===== src/rtl/argmax_bin_sequencer.sv =====
// Steps the argmax peak search across the frequency bins of the CAF surface.
// Each bin gets a fixed beat count into argmax, and the strongest result over all bins is kept.
module argmax_bin_sequencer #(
    parameter int buffer_length  = 10,
    parameter int num_bins       = 8,
    parameter int bin_bits       = 3,
    parameter int index_bits     = 4,
    parameter int out_max_bits   = 4,
    parameter int settle_cycles  = 2,
    parameter int timeout_cycles = 64
) (
    input  logic                    clk,
    input  logic                    rst_n,
    input  logic                    start,
    output logic                    busy,
    output logic                    done,
    output logic                    error,
    output logic [bin_bits-1:0]     freq_sel,
    input  logic                    src_tvalid,
    output logic                    src_tready,
    output logic                    am_tvalid,
    input  logic                    am_tready,
    output logic                    am_rready,
    input  logic                    am_rvalid,
    input  logic [out_max_bits-1:0] am_max,
    input  logic [index_bits-1:0]   am_index,
    output logic [out_max_bits-1:0] best_max,
    output logic [index_bits-1:0]   best_index,
    output logic [bin_bits-1:0]     best_bin
);

    localparam int beat_w   = $clog2(buffer_length + 1);
    localparam int settle_w = (settle_cycles > 1) ? $clog2(settle_cycles) : 1;
    localparam int timer_w  = $clog2(timeout_cycles + 1);

    localparam logic [beat_w-1:0]   beat_last   = beat_w'(buffer_length - 1);
    localparam logic [beat_w-1:0]   beat_one    = beat_w'(1'b1);
    // A zero settle time still spends one cycle in SETTLE.
    localparam logic [settle_w-1:0] settle_last = settle_w'((settle_cycles > 0) ? settle_cycles - 1 : 0);
    localparam logic [settle_w-1:0] settle_one  = settle_w'(1'b1);
    localparam logic [timer_w-1:0]  timer_last  = timer_w'(timeout_cycles - 1);
    localparam logic [timer_w-1:0]  timer_one   = timer_w'(1'b1);
    localparam logic [bin_bits-1:0] bin_last    = bin_bits'(num_bins - 1);
    localparam logic [bin_bits-1:0] bin_one     = bin_bits'(1'b1);

    typedef enum logic [2:0] {
        ST_IDLE   = 3'd0,
        ST_SETTLE = 3'd1,
        ST_STREAM = 3'd2,
        ST_WAIT   = 3'd3,
        ST_UPDATE = 3'd4,
        ST_DONE   = 3'd5
    } state_t;

    state_t                  state_r;
    state_t                  state_s;
    logic [beat_w-1:0]       beat_cnt_r;
    logic [settle_w-1:0]     settle_cnt_r;
    logic [timer_w-1:0]      timer_r;
    logic [bin_bits-1:0]     bin_r;
    logic [out_max_bits-1:0] cap_max_r;
    logic [index_bits-1:0]   cap_index_r;
    logic [out_max_bits-1:0] best_max_r;
    logic [index_bits-1:0]   best_index_r;
    logic [bin_bits-1:0]     best_bin_r;
    logic                    busy_r;
    logic                    done_r;
    logic                    error_r;
    logic                    in_stream_s;
    logic                    beat_s;
    logic                    last_beat_s;
    logic                    timeout_s;

    // The handshake passes straight through while streaming, so the gate closes on the last beat's edge.
    assign in_stream_s = (state_r == ST_STREAM);
    assign beat_s      = in_stream_s & src_tvalid & am_tready;
    assign last_beat_s = beat_s & (beat_cnt_r == beat_last);
    assign timeout_s   = (state_r == ST_WAIT) & ~am_rvalid & (timer_r == timer_last);

    assign src_tready  = am_tready & in_stream_s;
    assign am_tvalid   = src_tvalid & in_stream_s;
    assign am_rready   = in_stream_s | (state_r == ST_WAIT);

    assign busy        = busy_r;
    assign done        = done_r;
    assign error       = error_r;
    assign freq_sel    = bin_r;
    assign best_max    = best_max_r;
    assign best_index  = best_index_r;
    assign best_bin    = best_bin_r;

    // State register.
    always_ff @(posedge clk or negedge rst_n) begin
        if (!rst_n) begin
            state_r <= ST_IDLE;
        end else begin
            state_r <= state_s;
        end
    end

    // Next-state decode.
    always_comb begin
        state_s = state_r;
        case (state_r)
            ST_IDLE: begin
                if (start) state_s = ST_SETTLE;
                else       state_s = ST_IDLE;
            end
            ST_SETTLE: begin
                if (settle_cnt_r == settle_last) state_s = ST_STREAM;
                else                             state_s = ST_SETTLE;
            end
            ST_STREAM: begin
                if (last_beat_s) state_s = ST_WAIT;
                else             state_s = ST_STREAM;
            end
            ST_WAIT: begin
                if (am_rvalid)      state_s = ST_UPDATE;
                else if (timeout_s) state_s = ST_IDLE;
                else                state_s = ST_WAIT;
            end
            ST_UPDATE: begin
                if (bin_r == bin_last) state_s = ST_DONE;
                else                   state_s = ST_SETTLE;
            end
            ST_DONE: begin
                state_s = ST_IDLE;
            end
            default: begin
                state_s = ST_IDLE;
            end
        endcase
    end

    // Counters, result capture, peak tracking and status pulses.
    always_ff @(posedge clk or negedge rst_n) begin
        if (!rst_n) begin
            beat_cnt_r   <= {beat_w{1'b0}};
            settle_cnt_r <= {settle_w{1'b0}};
            timer_r      <= {timer_w{1'b0}};
            bin_r        <= {bin_bits{1'b0}};
            cap_max_r    <= {out_max_bits{1'b0}};
            cap_index_r  <= {index_bits{1'b0}};
            best_max_r   <= {out_max_bits{1'b0}};
            best_index_r <= {index_bits{1'b0}};
            best_bin_r   <= {bin_bits{1'b0}};
            busy_r       <= 1'b0;
            done_r       <= 1'b0;
            error_r      <= 1'b0;
        end else begin
            done_r  <= 1'b0;
            error_r <= 1'b0;
            case (state_r)
                ST_IDLE: begin
                    if (start) begin
                        bin_r        <= {bin_bits{1'b0}};
                        settle_cnt_r <= {settle_w{1'b0}};
                        beat_cnt_r   <= {beat_w{1'b0}};
                        busy_r       <= 1'b1;
                    end
                end
                ST_SETTLE: begin
                    if (settle_cnt_r != settle_last) begin
                        settle_cnt_r <= settle_cnt_r + settle_one;
                    end
                end
                ST_STREAM: begin
                    if (last_beat_s) begin
                        beat_cnt_r <= {beat_w{1'b0}};
                        timer_r    <= {timer_w{1'b0}};
                    end else if (beat_s) begin
                        beat_cnt_r <= beat_cnt_r + beat_one;
                    end
                end
                ST_WAIT: begin
                    if (am_rvalid) begin
                        cap_max_r   <= am_max;
                        cap_index_r <= am_index;
                    end else if (timeout_s) begin
                        error_r <= 1'b1;
                        busy_r  <= 1'b0;
                    end else begin
                        timer_r <= timer_r + timer_one;
                    end
                end
                ST_UPDATE: begin
                    // Strictly greater wins, so a tie stays with the earlier bin.
                    if ((bin_r == {bin_bits{1'b0}}) || (cap_max_r > best_max_r)) begin
                        best_max_r   <= cap_max_r;
                        best_index_r <= cap_index_r;
                        best_bin_r   <= bin_r;
                    end
                    if (bin_r == bin_last) begin
                        done_r <= 1'b1;
                    end else begin
                        bin_r        <= bin_r + bin_one;
                        settle_cnt_r <= {settle_w{1'b0}};
                    end
                end
                ST_DONE: begin
                    busy_r <= 1'b0;
                end
                default: begin
                    busy_r <= 1'b0;
                end
            endcase
        end
    end

endmodule


===== config.mk =====
export PLATFORM = sky130hd
export DESIGN_NAME = argmax_bin_sequencer
export DESIGN_NICKNAME = d
export VERILOG_FILES = /design/src/rtl/argmax_bin_sequencer.sv
export SDC_FILE = /design/constraint.sdc
export NUM_CORES = 1
export LEC_CHECK = 0
export CORE_UTILIZATION = 53
export CTS_CLUSTER_DIAMETER = 100
export CTS_CLUSTER_SIZE = 14
export DETAILED_ROUTE_END_ITERATION = 7
export GPL_TIMING_DRIVEN = 0
export PLACE_DENSITY = 0.8
export SLEW_MARGIN = 20
export SYNTH_ARGS = -nofsm -noshare
export SYNTH_HDL_FRONTEND = slang
export SYNTH_SLANG_ARGS = --single-unit

===== constraint.sdc =====
create_clock -name clk -period 1.93 [get_ports clk]
set_input_delay 0.2895 -clock clk [delete_from_list [all_inputs] [get_ports clk]]
set_output_delay 0.2895 -clock clk [all_outputs]
set_load 0.03 [all_outputs]

Yosys cells after proc, flatten, opt, wreduce, memory -nomap -nowiden. Cells that the tools add are included.

Flip-flop bits (word level): 40.

Add/sub/neg operators: 4. Order comparisons: 1. Equality and inequality tests: 14. Muxes and demuxes: 31. Bitwise gates (word level): 9. Reduce and logical (&&, ||, !) cells: 15.

Operators by type and width (number): 7-bit 2-to-1 mux (3); 3-bit one-hot mux with 5 select lines (1); 7-bit one-hot mux with 2 select lines (1); 1-bit 2-to-1 mux (13); 3-bit 2-to-1 mux (4); 4-bit 2-to-1 mux (3); 2-bit inequality test, second input constant (5); 3-bit AND reduction (3); 4-bit one-hot mux with 2 select lines (1); 4-bit AND reduction (2); 7-bit by 1-bit adder with 7-bit output, second input constant (1); 7-bit by 6-bit == test with 1-bit output, second input constant (1); 1-bit bitwise AND (6); 3-bit by 2-bit == test with 1-bit output, second input constant (2); 3-bit == test, second input constant (2); 3-bit logical NOT (2); 1-bit one-hot mux with 3 select lines (2); 3-bit one-hot mux with 2 select lines (1); 2-bit nonzero test (3); 4-bit by 1-bit adder with 4-bit output, second input constant (1); 4-bit == test, second input constant (1); 4-bit > comparator (1); 2-bit 2-to-1 mux (2); 2-bit AND reduction (2); 10 further kinds (11).

Depth between registers and ports, before layout.
Word-level depth: 6. Depth in mapped cells: 7.

Worst setup path after synthesis. Ideal clock, no wire load.

Path kind: register to register. Start point: reg best_max_r[3] (netlist: best_max[3]). End point: reg best_bin_r[1] (netlist: best_bin[1]). Setup time: 0.125 ns. Arrival: 1.771 ns. Data required time: 1.805 ns. Path slack: 0.034 ns. Cell stages (with the launch flop): 8. Period minus slack after synthesis: 1.896 ns. Path through: dfrtp_1 > inv_1 > ha_1 > nand4_1 > o211ai_1 > a31oi_1 > buf_4 > mux2_2.

Cells in the longest elaborated chain, start to end: 3.

RTL lines: start: declaration (RTL line 63) `logic [out_max_bits-1:0] best_max_r;`; start signal: assignment (RTL line 144) `best_max_r <= {out_max_bits{1'b0}};`; start signal: assignment (RTL line 189) `best_max_r <= cap_max_r;`; 4-bit > comparator (RTL line 188) `if ((bin_r == {bin_bits{1'b0}}) || (cap_max_r > best_max_r)) begin`; 1-bit logical OR (RTL line 188); 2-bit AND reduction (no source line); end signal: assignment (RTL line 146) `best_bin_r <= {bin_bits{1'b0}};`; end signal: assignment (RTL line 191) `best_bin_r <= bin_r;`; end: declaration (RTL line 65) `logic [bin_bits-1:0] best_bin_r;`.

Every way passes these cells. A chain may end at the register's enable or synchronous reset.

Worst setup path after layout.
Start point: reg bin_r[0] (netlist: freq_sel[0]). End point: reg best_max_r[2] (netlist: best_max[2]).

Cells in the longest elaborated chain, start to end: 3.

RTL lines: start: declaration (RTL line 60) `logic [bin_bits-1:0] bin_r;`; start signal: assignment (RTL line 141) `bin_r <= {bin_bits{1'b0}};`; start signal: assignment (RTL line 156) `bin_r <= {bin_bits{1'b0}};`; start signal: assignment (RTL line 196) `bin_r <= bin_r + bin_one;`; 3-bit logical NOT (RTL line 188); 1-bit logical OR (RTL line 188); 2-bit AND reduction (no source line).

Every way passes these cells.

==> impl_metrics.tcl <==
set metrics [dict create \
    area_growth_pct 25.4 \
    grt_pass1_wl_mm 6.67 \
    drt-initial-drc-count 36 \
    crit_type "reg2reg" \
    post_cts_buffers 0 \
    cp.required_ps 2110 \
    synthCells 174 \
    hpwl_mm 2.87 \
    grt_overflow 0 \
    post-route-drc-count 0 \
    numCtsBuffers 5 \
    clk_pin_slew_ps 80 \
    worst-r2r-cell-count 7 \
    power.internal_mw 2.23 \
    critical_path.endpoint_type "flip-flop" \
    synth_seq_cells 40 \
    pwr-share-comb_pct 45.4 \
    fmax_ghz 0.544 \
    finalSetupViolations 0 \
    layout_common_cells "dfrtp_1 (40), clkdlybuf4s50_1 (29), mux2_2 (21), nand2_1 (13), o21ai_0 (11)" \
    track_usage_pct 21.2 \
    core_area_um2 3690 \
    p_per_area_nw_per_um2 1400 \
    yosys_most_used_dff "dfrtp_1" \
    hp-class "in2async" \
    yosysSeqAreaShare_pct 49.0 \
    cts_tree "yes" \
    slew_viol_final 0 \
    switchingPower_mw 1.36 \
    cts_root_buffer "clkbuf_8" \
    layout-drive-gt1-share_pct 23.5 \
    fp.dieW_um 64.1 \
    clock_path_buffers 2 \
    cts_sinks 40 \
    synthesis.area_um2 2040 \
    yosys_warnings 0 \
    worst_skew_pair.late_latency_ps 290 \
    rr_startpoint "freq_sel[0]" \
    seq_power_share_pct 38.1 \
    status "finished clean" \
    ctsHtreeMaxLevel 2 \
    placementRows 22 \
    nNetsFinal 241 \
    fin_area_um2 2560 \
    pin_count 34 \
    grt_pass1_vias 1519 \
    reg2reg_slack_ps 90 \
    ir_worst_vdd_v 0.000839 \
    post_drt_wl_per_cell_um 14.8 \
    num_antenna_cells 0 \
    ant_nets 0 \
    period_share_pct 95.2 \
    finClkSkew_ps 6.60 \
    synth-edff-count 0 \
    arrival_ps 2010 \
    clock_power_share_pct 16.5 \
    drt-pass1-iter-count 4 \
    via_per_inst 5.65 \
    synthArstFlopShare_pct 100 \
    tightest_slew_ps 492 \
    vias 1496 \
    syn_avg_cell_area_um2 11.7 \
    p_leak_nw 1.15 \
    finalHoldViolations 0 \
    grt_max_degree 27 \
    dieArea_um2 4100 \
    worst_setup_path_start_kind "flip-flop" \
    fin_crit_ps 1840 \
    syn-num-nets 198 \
    layout_commonest_cell "dfrtp_1" \
    power.share.switching_pct 37.9 \
    holdWs_ps 438 \
    initial_utilization_pct 55.3 \
    wirelength_mm 3.92 \
    globalplace.congestion 0.755 \
    synth_cell_types 45 \
    cap_violations 0 \
    antenna_found_initial 0 \
    post_dp_cell_area_um2 2450 \
    cp_max_fo 5 \
    dieHeight_um 64.1 \
    r2r_end "best_max[2]" \
    slew_headroom_pct 66.9 \
    io_buffers 33 \
]
-- worst max-delay path, stage by stage, from the launching register on --
cell and delay, ps:
dfrtp_1 430, inv_1 110, ha_1 150, nor2b_2 170, o211ai_1 120, a31oi_2 210
buf_4 190, mux2_2 340
-- layer usage --
layer / global-route usage, % / wire length, um / vias to the layer above
met5: 0 / 0 / -
met4: 8.52 / 65 / 0
met3: 4.82 / 193 / 7
met2: 35.9 / 2000 / 48
met1: 25.9 / 1670 / 726
li1: - / - / 715
-- cell families (layout without fill, tap and decap cells) --
kind of cell             after synthesis  in the layout  synth area share (%)
AND/OR/NAND/NOR                       47             47                  14.2
flip-flops                            40             40                  49.0
AO/OA/AOI/OAI                         39             39                  14.2
multiplexers                          21             21                  11.6
buffers and inverters                 16             59                  4.41
adder cells (fa/ha/maj)               10             10                  6.13
XOR/XNOR                               1              1                 0.429
-- metrics by stage --
step	util, %	TNS (ps)	setup slack (ps)	total power [mW]	cells
floorplan	-	0	34.3	2.47	174
global placement	65.9	-14030	-353	2.92	255
detailed placement	66.3	0	40.7	3.00	256
CTS	69.1	0	20.9	3.60	264
global route	69.4	-235	-28.4	3.83	265
finish	69.4	0	92.8	3.59	265
-- state kept, by name (all words and copies together) (netlist names) --
register and cells:
cap_max_r 4, timer_r 7, cap_index_r 4, best_max 4
best_bin 3, done 1, busy 1, best_index 4
error 1, settle_cnt_r 1, freq_sel 3, state_r 3
beat_cnt_r 4
-- cell usage after synthesis (2+ instances only) --
master,n,share of area (%)
dfrtp_1,40,49
nor2_1,4,0.74
and3_1,3,0.92
o21ai_0,11,2.7
a22o_1,7,3.0
nand2b_1,2,0.61
nor3b_1,3,1.1
and2_1,3,0.92
inv_1,10,1.8
nor2b_1,3,0.92
nand4_1,2,0.61
nand3_1,3,0.74
mux2_2,21,12
buf_4,2,0.74
ha_1,10,6.1
o211ai_1,3,1.1
buf_6,3,1.7
a21oi_1,3,0.74
nand2_1,13,2.4
a31oi_1,3,0.92
-- power groups by stage --
| stage | combinational, mW | sequential (mW) | clock, mW |
|---|---|---|---|
| final | 1.63 | 1.37 | 0.593 |
| after CTS | 1.62 | 1.37 | 0.611 |
| after detailed placement | 1.62 | 1.38 | 0 |
| after global placement | 1.56 | 1.36 | 0 |
| after floorplan | 0.927 | 1.54 | 0 |
| after global routing | 1.78 | 1.41 | 0.633 |
-- area by class of cell --
type / instances / area [um2]
Buffer: 6 / 52.6
Clock buffer: 7 / 96.3
Fill cell: 288 / 1130
Inverter: 10 / 37.5
Multi-Input combinational cell: 118 / 961
Sequential cell: 40 / 1000
Tap cell: 48 / 60.1
Timing Repair Buffer: 36 / 352
-- repair_timing --
item                       CTS  global route
hold buffers                 1             0
setup endpoints to repair    3            13
gates cloned                 0             1
hold endpoints to repair    14             0
resized for setup            3            11
-- how the worst max path moves through the flow --
stage / from / endpoint / slack [ps] / depth (start not counted)
2_1_floorplan: best_max[3] / best_bin[1] / 30 / 7
3_3_place_gp: rst_n / cap_max_r[3] / -350 / 1
3_5_place_dp: state_r[1] / am_rready / 40 / 3
4_1_cts: state_r[1] / am_rready / 20 / 3
5_1_grt: freq_sel[0] / best_max[2] / -30 / 7
6_report: freq_sel[0] / best_max[2] / 90 / 7
(Power assumes the default switching activity.)
